`src/rtl/uart_tx_fifo.sv`:
```
`timescale 1ns/1ps
// uart_tx_fifo: FIFO-buffered 8N1 UART transmitter paced by an external baud generator.
// Define UART_TX_PARITY_EN to insert an even-parity bit after data bit 7.
module uart_tx_fifo #(
  parameter int FIFO_AW = 2
) (
  input  logic       clk,
  input  logic       rst_n,
  input  logic [7:0] tx_data,
  input  logic       tx_valid,
  output logic       tx_ready,
  input  logic       clk_bps,
  output logic       bps_start,
  output logic       rs232_tx,
  output logic       busy
);

  localparam int                 DEPTH     = 1 << FIFO_AW;
  localparam logic [FIFO_AW:0]   C_FULL    = {1'b1, {FIFO_AW{1'b0}}};
  localparam logic [FIFO_AW:0]   C_CNT_ONE = (FIFO_AW+1)'(1);
  localparam logic [FIFO_AW-1:0] C_PTR_ONE = FIFO_AW'(1);

  localparam logic [2:0] S_IDLE   = 3'd0;
  localparam logic [2:0] S_WAIT   = 3'd1;
  localparam logic [2:0] S_START  = 3'd2;
  localparam logic [2:0] S_DATA   = 3'd3;
`ifdef UART_TX_PARITY_EN
  localparam logic [2:0] S_PARITY = 3'd4;
`endif
  localparam logic [2:0] S_STOP   = 3'd5;
  localparam logic [2:0] S_DONE   = 3'd6;

  logic [7:0]         r_mem [DEPTH];
  logic [FIFO_AW-1:0] r_wr_ptr;
  logic [FIFO_AW-1:0] r_rd_ptr;
  logic [FIFO_AW:0]   r_count;
  logic               r_tx_ready;
  logic [2:0]         r_state;
  logic [7:0]         r_shift;
  logic [2:0]         r_bit_cnt;
  logic               r_bps_start;
  logic               r_tx;
`ifdef UART_TX_PARITY_EN
  logic               r_parity;
`endif

  logic               w_push;
  logic               w_pop;
  logic               w_empty;
  logic [FIFO_AW:0]   w_count_next;

  assign w_empty = (r_count == '0);
  assign w_push  = tx_valid && r_tx_ready;
  // DONE pops directly so back-to-back frames keep bps_start low for a single cycle.
  assign w_pop   = ((r_state == S_IDLE) || (r_state == S_DONE)) && !w_empty;

  always_comb begin
    w_count_next = r_count;
    case ({w_push, w_pop})
      2'b10:   w_count_next = r_count + C_CNT_ONE;
      2'b01:   w_count_next = r_count - C_CNT_ONE;
      default: w_count_next = r_count;
    endcase
  end

  always_ff @(posedge clk) begin
    if (w_push) begin
      r_mem[r_wr_ptr] <= tx_data;
    end
  end

  always_ff @(posedge clk or negedge rst_n) begin
    if (!rst_n) begin
      r_wr_ptr   <= '0;
      r_rd_ptr   <= '0;
      r_count    <= '0;
      r_tx_ready <= 1'b1;
    end else begin
      if (w_push) begin
        r_wr_ptr <= r_wr_ptr + C_PTR_ONE;
      end
      if (w_pop) begin
        r_rd_ptr <= r_rd_ptr + C_PTR_ONE;
      end
      r_count    <= w_count_next;
      r_tx_ready <= (w_count_next != C_FULL);
    end
  end

  always_ff @(posedge clk or negedge rst_n) begin
    if (!rst_n) begin
      r_state     <= S_IDLE;
      r_shift     <= '0;
      r_bit_cnt   <= '0;
      r_bps_start <= 1'b0;
      r_tx        <= 1'b1;
`ifdef UART_TX_PARITY_EN
      r_parity    <= 1'b0;
`endif
    end else begin
      case (r_state)
        S_IDLE, S_DONE: begin
          r_bps_start <= w_pop;
          r_state     <= w_pop ? S_WAIT : S_IDLE;
          if (w_pop) begin
            r_shift  <= r_mem[r_rd_ptr];
`ifdef UART_TX_PARITY_EN
            r_parity <= ^r_mem[r_rd_ptr];
`endif
          end
        end
        S_WAIT: begin
          if (clk_bps) begin
            r_tx    <= 1'b0;
            r_state <= S_START;
          end
        end
        S_START: begin
          if (clk_bps) begin
            r_tx      <= r_shift[0];
            r_shift   <= {1'b0, r_shift[7:1]};
            r_bit_cnt <= '0;
            r_state   <= S_DATA;
          end
        end
        S_DATA: begin
          if (clk_bps) begin
            if (r_bit_cnt == 3'd7) begin
`ifdef UART_TX_PARITY_EN
              r_tx    <= r_parity;
              r_state <= S_PARITY;
`else
              r_tx    <= 1'b1;
              r_state <= S_STOP;
`endif
            end else begin
              r_tx      <= r_shift[0];
              r_shift   <= {1'b0, r_shift[7:1]};
              r_bit_cnt <= r_bit_cnt + 3'd1;
            end
          end
        end
`ifdef UART_TX_PARITY_EN
        S_PARITY: begin
          if (clk_bps) begin
            r_tx    <= 1'b1;
            r_state <= S_STOP;
          end
        end
`endif
        S_STOP: begin
          if (clk_bps) begin
            r_bps_start <= 1'b0;
            r_state     <= S_DONE;
          end
        end
        default: begin
          r_state     <= S_IDLE;
          r_bps_start <= 1'b0;
          r_tx        <= 1'b1;
        end
      endcase
    end
  end

  assign tx_ready  = r_tx_ready;
  assign bps_start = r_bps_start;
  assign rs232_tx  = r_tx;
  assign busy      = (r_state != S_IDLE) || !w_empty;

endmodule
```
`config.mk`:
```
export PLATFORM = sky130hd
export DESIGN_NAME = uart_tx_fifo
export DESIGN_NICKNAME = d
export VERILOG_FILES = /design/src/rtl/uart_tx_fifo.sv
export SDC_FILE = /design/constraint.sdc
export NUM_CORES = 1
export LEC_CHECK = 0
export CAP_MARGIN = 20
export CORE_MARGIN = 10
export CORE_UTILIZATION = 35
export DETAILED_ROUTE_END_ITERATION = 8
export DONT_BUFFER_PORTS = 1
export SLEW_MARGIN = 40
export SYNTH_ARGS = -nofsm -noshare
export SYNTH_HDL_FRONTEND = slang
export SYNTH_SLANG_ARGS = --single-unit
export TNS_END_PERCENT = 1
```
`constraint.sdc`:
```
create_clock -name clk -period 2.1 [get_ports clk]
set_input_delay 0.315 -clock clk [delete_from_list [all_inputs] [get_ports clk]]
set_output_delay 0.315 -clock clk [all_outputs]
set_load 0.01 [all_outputs]
```
After elaboration in Yosys (flattened, before gate mapping)
Memories as Yosys holds them, arrays and structs flattened. Index checks and enable logic that the tools add are counted.

Register bits after elaboration: 24. Bits in writable memories: 32. Memories kept: 1.

Memory list: r_mem (depth 4, width 8, rd ports 1, clocked after Yosys merged registers in 0, wr ports 1, line 33) `logic [7:0] r_mem [DEPTH];`.

$add $sub $neg: 5. Equality and inequality tests: 16. Mux-type cells: 25. Bitwise logic cells: 2. Reduce and logical (&&, ||, !) cells: 18.

Operator list (number): $mux 8 (4); $mux 3 (8); $pmux 8 s3 (1); $pmux 3 s5 (1); $ne 2x2->1 const B (7); $pmux 3 s2 (2); $reduce_and 5->1 (2); $eq 3x3->1 const B (3); $reduce_and 4->1 (2); $mux 1 (7); $add 3x1->3 const B (2); $eq 3x2->1 const B (2); $logic_not 3->1 (2); $reduce_bool 3->1 (2); $reduce_or 3->1 (2); $add 2x1->2 const B (2); $pmux 1 s4 (1); $eq 3x1->1 const B (1); $ne 3x3->1 const B (1); $pmux 1 s3 (1); $sub 3x1->3 const B (1); $eq 2x1->1 const B (1); $eq 2x2->1 const B (1); $logic_and 1x1->1 (2); 6 further kinds (8).

Longest topological paths before layout
Gate-level depths: netlist of the first run.

Depth after elaboration: 6. Depth in mapped cells: 9.

Worst setup path before layout of the first run
Ideal clock, no wire load.

Kind: register to register. Start: reg r_state[0]. End: reg r_tx_ready, in the netlist tx_ready. Setup time: 0.082 ns. Arrival: 2.033 ns. Slack: -0.015 ns. Stages on the path, launching flop included: 10. Buffers on the path: 1. Period minus slack after synthesis: 2.115 ns. Cell sequence: dfrtp_1 > buf_2 > nor4b_2 > ha_1 > inv_1 > fa_1 > xor2_1 > nor2_1 > xor2_1 > nand2_1.

Longest elaborated chain between the ends: 6. Elaborated cells on any way between the ends: 8. Classes of those cells: eq/ne (4); mux (1); reduce/logical (3).

RTL lines: start: declaration (line 38) `logic [2:0] r_state;`; start signal: assignment (line 104) `r_state <= w_pop ? S_WAIT : S_IDLE;`; $eq 3x3->1 or $logic_not 3->1 (tied branches) (line 55) `assign w_pop = ((r_state == S_IDLE) || (r_state == S_DONE)) && !w_empty;`; $logic_or 1x1->1 (*) (line 55); $logic_and 1x1->1 (*) (line 55); net w_pop (line 48) `logic w_pop;`; $eq 2x1->1 or $eq 2x2->1 (tied branches) (line 59) `case ({w_push, w_pop})`; $pmux 3 s2 (*) (line 59); net w_count_next[2] (line 50) `logic [FIFO_AW:0] w_count_next;`; $ne 3x3->1 (*) (line 86) `r_tx_ready <= (w_count_next != C_FULL);`; end signal: assignment (line 86); end: declaration (line 37) `logic r_tx_ready;`.

The timed path passes the listed nets; every way through them passes the cells marked *. A chain may end at the register's enable or synchronous reset.

Final worst setup path of the first run
Start: reg r_state[1]. End: reg r_tx_ready, in the netlist tx_ready.

The elaborated chain is that of the path after synthesis.

==> key figures, run 1 <==
Synthesis
  – Synth Flop Type: edfxtp_1
  – Most frequent cells after synthesis: edfxtp_1, dfrtp_1, nor2_1
  – Cell Area, Synth: 2590 sq um
  – Post-synth top area cell: edfxtp_1
  – Post-synth EDFFs: 32
  – Avg Cell Area, Syn: 14.0 sq um
  – Synth async-reset ratio: 42.9%
  – Synth unique cells: 40
  – Proportion of synthesized chip area in sequential cells: 60.5%
  – #FFs+latches synth: 56
  – Count leader, synth: edfxtp_1
  – Synth Instances: 185
  – Yosys warning total: 0
  – Yosys top cell area share: 37.2%
  – Synth area leaders: edfxtp_1, dfrtp_1, a2111oi_2
  – Net Count, Synth: 205

Clock network
  – Clock sinks: 56
  – Clock root buffer: clkbuf_8
  – Clock transition at the registers of the reported paths: 110 ps
  – Clock latency on the worst-skew pair: 310 ps
  – CTS tree: built
  – Htree depth: 2
  – Bufs on Longest Clock Path: 2
  – CTS buffer count: 5

Place
  – GP Congestion: 0.738
  – Hpwl dp: 3.11 mm
  – Place WS: 49.2 ps
  – Port bufs: 0

Setup path
  – Last element of the critical path: tx_ready
  – Worst R2R End: tx_ready
  – CP Cell Sequence: nor2b_4 > nor4b_4 > ha_2 > inv_2 > fa_2 > xor2_1 > nor2_1 > xor2_1 > nand2_1
  – CP Class: flop to flop
  – Worst path required time: 2340 ps
  – Critical-path top delay cell: dfrtp_1
  – R2R cell count: 9
  – Worst reg2reg setup slack: 60 ps
  – Crit path arrival time: 2280 ps
  – Start of the worst register-to-register path: r_state[1]
  – Worst setup SP type: flop
  – CP peak stage delay: 400 ps
  – Critical path origin: r_state[1]
  – Max FO, Critical Path: 3
  – Most numerous cell on the critical path: xor2_1
  – Critical Path Sink Type: flop

Route
  – DRT iter0 DRCs: 52
  – Vias: 1,443
  – Number of detailed-route iterations in the first pass: 4
  – Via density: 4.89
  – Post-Route WL: 4.53 mm
  – DRC Markers: 0
  – Routed WL per cell: 15.4 microns
  – Post-route ant nets: 0

Status
  – Status: complete, no violations

Floorplan
  – Die Y-Extent: 106 microns
  – Die area: 11,200 sq um
  – # IOs: 16
  – Initial Utilization: 35.8%
  – Die X-Extent: 106 microns
  – Core Area: 7210 sq um
  – Site Rows: 31

Global route
  – Total gr overflow: 0
  – Met2 Use GR: 14.0%
  – Largest net degree at the start of global routing: 25
  – Vias in the first global route: 1,414
  – Global-route wire length before repair: 7.73 mm
  – Initial antenna violation count: 0
  – Tot GR Track Use: 8.60%
  – Gr busiest metal: met2
  – Met1 Use GR: 10.7%
  – Met3 usage: 2.17%

STA
  – RSZ-0062 raised after global routing: yes
  – Fmax: 0.491 GHz
  – Final Max Tran Viols: 0
  – Clk_skew: 10.1 ps
  – Slew @ Worst Pin: 560 ps
  – Ratio of final minimum period to clock period: 97.0%
  – Final WS setup: 62.7 ps
  – Fin. Hold Viols: 0
  – Slew margin rel.: 62.7%
  – Final min period: 2040 ps
  – Count of final setup violators: 0

Final layout
  – Layout area overhead: 11.2%
  – # diodes: 0
  – Layout cells sized above 1: 24.0%
  – Final #Nets: 215

Pwr
  – Pwr dens: 1330 nW/um^2
  – Peak VDD IR: 0.485 mV
  – P_leak: 1.07 nW
  – Total power: 0.00382 W

Hold path
  – Min-delay worst type: input port to flop

Flow run
  – Max Cap Violations: 0
## cell type report
cell class              count  area (sq um)
well taps                  99           124
inverters                   6          22.5
clock inverters             3          21.3
fillers                   711          4340
flip-flops and latches     56          1570
multi-input cells         113           961
repair buffers             13           113
clock buffers               5          68.8
## worst max-delay path: cells and delay by family, from the launching register on
kind,cells,cell delay [ps]
and+or+nand+nor,4,640
buffers and inverters,1,40
xor gates and xnor gates,2,340
DFF,1,400
adders and majority gates,2,550
## stage by stage
stage	hold slack (ps)	instance area, sq um	cells	util [%]	setup TNS [ps]
floorplan	19.4	2590	185	-	0
global placement	20.2	2730	284	37.9	0
detailed placement	20.3	2730	284	37.9	0
CTS	81.7	2850	294	39.6	0
global route	65.4	2880	295	39.9	-123
finish	91.0	2880	295	39.9	0
## sequential cells by signal, summed over array words and instances (netlist names)
| register | flops |
|---|---|
| r_count | 3 |
| r_rd_ptr | 2 |
| r_state | 3 |
| r_mem | 32 |
| r_shift | 8 |
| tx_ready | 1 |
| r_bit_cnt | 3 |
| r_wr_ptr | 2 |
| bps_start | 1 |
| rs232_tx | 1 |
## layout by cell type (no fill, tap or decap), drive strengths merged, types with 2 or more instances in the layout
cell / instances
a22o: 6
a21oi: 4
nor2b: 9
nor3: 3
inv: 7
edfxtp: 32
nand3b: 2
and3: 4
a2111oi: 7
xnor2: 3
mux2: 9
clkbuf: 5
nand2: 7
nand3: 2
a31oi: 2
xor2: 3
o21ai: 5
nand2b: 2
ha: 7
buf: 12
nor2: 14
dfrtp: 22
mux2i: 8
a311oi: 7
dfstp: 2
## what timing repair did
action | in CTS | in global routing
resized for setup | 0 | 6
hold endpoints to repair | 24 | 0
endpoints found under the setup margin | 0 | 2
hold buffers | 2 | 0
setup buffers | 0 | 1
## power breakdown
part / internal [W] / total [W] / leakage (nW) / switching (W)
combinational: 0.000682 / 0.00148 / 0.450 / 0.000802
sequential: 0.00152 / 0.00175 / 0.573 / 0.000235
clock: 0.000237 / 0.000586 / 0.0445 / 0.000349
total: 0.00244 / 0.00382 / 1.07 / 0.00139
## worst min-delay path by stage
| stage | startpoint | end | slack [ps] | cells past startpoint |
|---|---|---|---|---|
| floorplan | rst_n | bps_start | 20 | 0 |
| global placement | rst_n | r_count[2] | 20 | 0 |
| detailed placement | rst_n | r_count[2] | 20 | 0 |
| CTS | tx_data[1] | r_mem[1][1] | 80 | 0 |
| global route | tx_data[7] | r_mem[2][7] | 70 | 0 |
| finish | tx_data[2] | r_mem[3][2] | 90 | 0 |
## layer usage
layer,wire (microns),share of wire [%],vias up
met5,0,0,-
met4,69,1.5,0
met3,133,2.9,5
met2,2300,51,14
met1,2030,45,709
li1,-,-,715
## kinds of logic after synthesis
kind of cell    after synthesis  share of synthesized area [%]
xor+xnor                      6                           2.03
flops                        56                           60.5
simple gates                 45                           9.48
fa+ha+maj                     8                           4.16
compound gates               36                           12.8
buf+inv                      16                           3.19
mux                          18                           7.89
Power figures use the tool's default switching activity.
==> run 2: changes to the inputs <==
--- a/config.mk
+++ b/config.mk
@@ -6,8 +6,9 @@
 export NUM_CORES = 1
 export LEC_CHECK = 0
 export CAP_MARGIN = 20
+export CORE_ASPECT_RATIO = 0.9
 export CORE_MARGIN = 10
-export CORE_UTILIZATION = 35
+export CORE_UTILIZATION = 50
 export DETAILED_ROUTE_END_ITERATION = 8
 export DONT_BUFFER_PORTS = 1
 export SLEW_MARGIN = 40
==> constraint.sdc (replaced) <==
create_clock -name clk -period 2.5 [get_ports clk]
set_input_delay 0.375 -clock clk [delete_from_list [all_inputs] [get_ports clk]]
set_output_delay 0.375 -clock clk [all_outputs]
set_load 0.01 [all_outputs]
==> run 2 against run 1 <==
  * Final cell count fell by 13%
  * Final area is 2.9% lower
  * Clock power is 19% lower
  * Via count up 0.69%
  * Die area shrank 25%
  * Largest cell class unchanged
  * Highest routed layer unchanged
==> key figures, run 2 (synthesized netlist as in run 1, its figures left out) <==
Status
  – Status: complete, no violations

Route
  – Via density: 5.65
  – Number of detailed-route iterations in the first pass: 4
  – Routed WL per cell: 17.9 microns
  – Post-route ant nets: 0
  – DRC Markers: 0
  – Post-Route WL: 4.60 mm
  – Vias: 1,453
  – DRT iter0 DRCs: 100

Place
  – Cells after DPL: 247
  – Placed cell areas: 2670 sq um
  – Port bufs: 0
  – Hpwl dp: 3.25 mm
  – GP Congestion: 0.806
  – Place WS: 270 ps

Final layout
  – Layout Cells excl Fill: 257
  – Layout cells sized above 1: 19.3%
  – Cell area after layout: 2790 sq um
  – Final Util: 56.7%
  – Commonest non-fill, non-tap cell in the layout: edfxtp_1
  – Most frequent cells in the layout: edfxtp_1, dfrtp_1, nor2_1
  – Largest registers: r_mem (32), r_shift (8)
  – Fillers: 441
  – Max reg flops: 32
  – Layout area overhead: 7.93%
  – Final #Nets: 211
  – Register bank with the most flops: r_mem
  – # diodes: 0

STA
  – Clk_skew: 4.29 ps
  – RSZ-0062 raised after global routing: no
  – Slew @ Worst Pin: 530 ps
  – Slew margin rel.: 64.6%
  – Fmax: 0.456 GHz
  – Final WS setup: 309 ps
  – Final Max Tran Viols: 0
  – Setup TNS: 0 ps
  – Count of final setup violators: 0
  – Fin. Hold Viols: 0
  – Final min period: 2190 ps
  – Ratio of final minimum period to clock period: 87.6%

Global route
  – Vias in the first global route: 1,541
  – Global-route wire length before repair: 7.84 mm
  – Tot GR Track Use: 12.0%
  – Initial antenna violation count: 0
  – Total gr overflow: 0
  – Largest net degree at the start of global routing: 25

Floorplan
  – # IOs: 16
  – Die Y-Extent: 88.2 microns
  – Die area: 8450 sq um
  – Core Area: 4920 sq um
  – Initial Utilization: 52.5%
  – Die X-Extent: 95.8 microns
  – Site Rows: 24

Setup path
  – Worst setup SP type: flop
  – Crit path arrival time: 2430 ps
  – Worst R2R End: tx_ready
  – Max FO, Critical Path: 12
  – Critical Path Sink Type: flop
  – R2R cell count: 10
  – Worst reg2reg setup slack: 310 ps
  – Worst path required time: 2740 ps
  – CP Class: flop to flop
  – Start of the worst register-to-register path: r_state[2]

Clock network
  – Clock root buffer: clkbuf_8
  – CTS tree: built
  – Clock transition at the registers of the reported paths: 90 ps
  – Clock sinks: 56
  – CTS buffer count: 5
  – Clock latency on the worst-skew pair: 300 ps
  – CTS resizes: 0
  – Htree depth: 2
  – Bufs on Longest Clock Path: 2

Hold path
  – Hold EP: r_mem[0][1]
  – Min-delay worst type: input port to flop
  – Worst Hold Depth: 0
  – Worst Min Path Start: tx_data[1]

Flow run
  – Max Cap Violations: 0

Pwr
  – Pwr dens: 1150 nW/um^2
  – P_leak: 1.04 nW
  – Peak VDD IR: 0.549 mV
==> run 2: changes by cell type in the layout (fill, tap and decap cells not counted), sizes merged <==
| cell | change |
|---|---|
| inv | -1 |
| buf | -4 |
| clkbuf | +1 |
==> run 2: worst max-delay path by stage <==
stage | depth (start not counted) | slack, ps | startpoint | to
after global placement | 10 | 410 | r_state[2] | tx_ready
after detailed placement | 10 | 270 | r_state[2] | tx_ready
final | 10 | 310 | r_state[2] | tx_ready
after floorplan | 9 | 380 | r_state[0] | tx_ready
after global routing | 10 | 100 | r_state[2] | tx_ready
after CTS | 10 | 280 | r_state[2] | tx_ready
==> run 2: final cells by class <==
type,count,area [sq um],share of cell area [%]
clock buffer,6,72.6,2.60
clock inverter,2,16.3,0.583
inverter,6,22.5,0.807
multi-input combinational,113,940,33.7
sequential,56,1560,56.0
tap,65,81.3,2.91
timing repair buffer,9,95.1,3.41
==> run 2: where the power goes <==
group	switching [W]	internal (W)
Combinational	0.000652	0.000566
Clock	0.000277	0.000200
Sequential	0.000233	0.00127
Total	0.00116	0.00204
==> run 2: per-layer routing <==
layer	up-vias	routed length, microns	GRT usage [%]
li1	707	-	-
met1	716	2130	16.0
met2	23	2170	18.0
met3	7	244	4.40
met4	0	51	3.08
met5	-	0	0
==> run 2: through the flow <==
step                total power, W  hold slack (ps)
floorplan                  0.00244             79.4
global placement           0.00268             80.4
detailed placement         0.00275             80.3
CTS                        0.00325              150
global route               0.00345              137
finish                     0.00320              160
==> run 2: repair_timing <==
item | CTS | global route
buffers inserted | 0 | 0
hold endpoints to repair | 24 | 0
hold buffers | 2 | 0
endpoints found under the setup margin | 0 | 0
==> run 2: critical path, cell delays in order (launching register included) <==
cell and delay, ps:
dfrtp_1 370, buf_4 170, nor2b_1 70, nor4b_2 290
ha_1 240, inv_1 60, fa_1 370, xor2_1 150
nor2_1 120, xor2_1 210, nand2_1 80
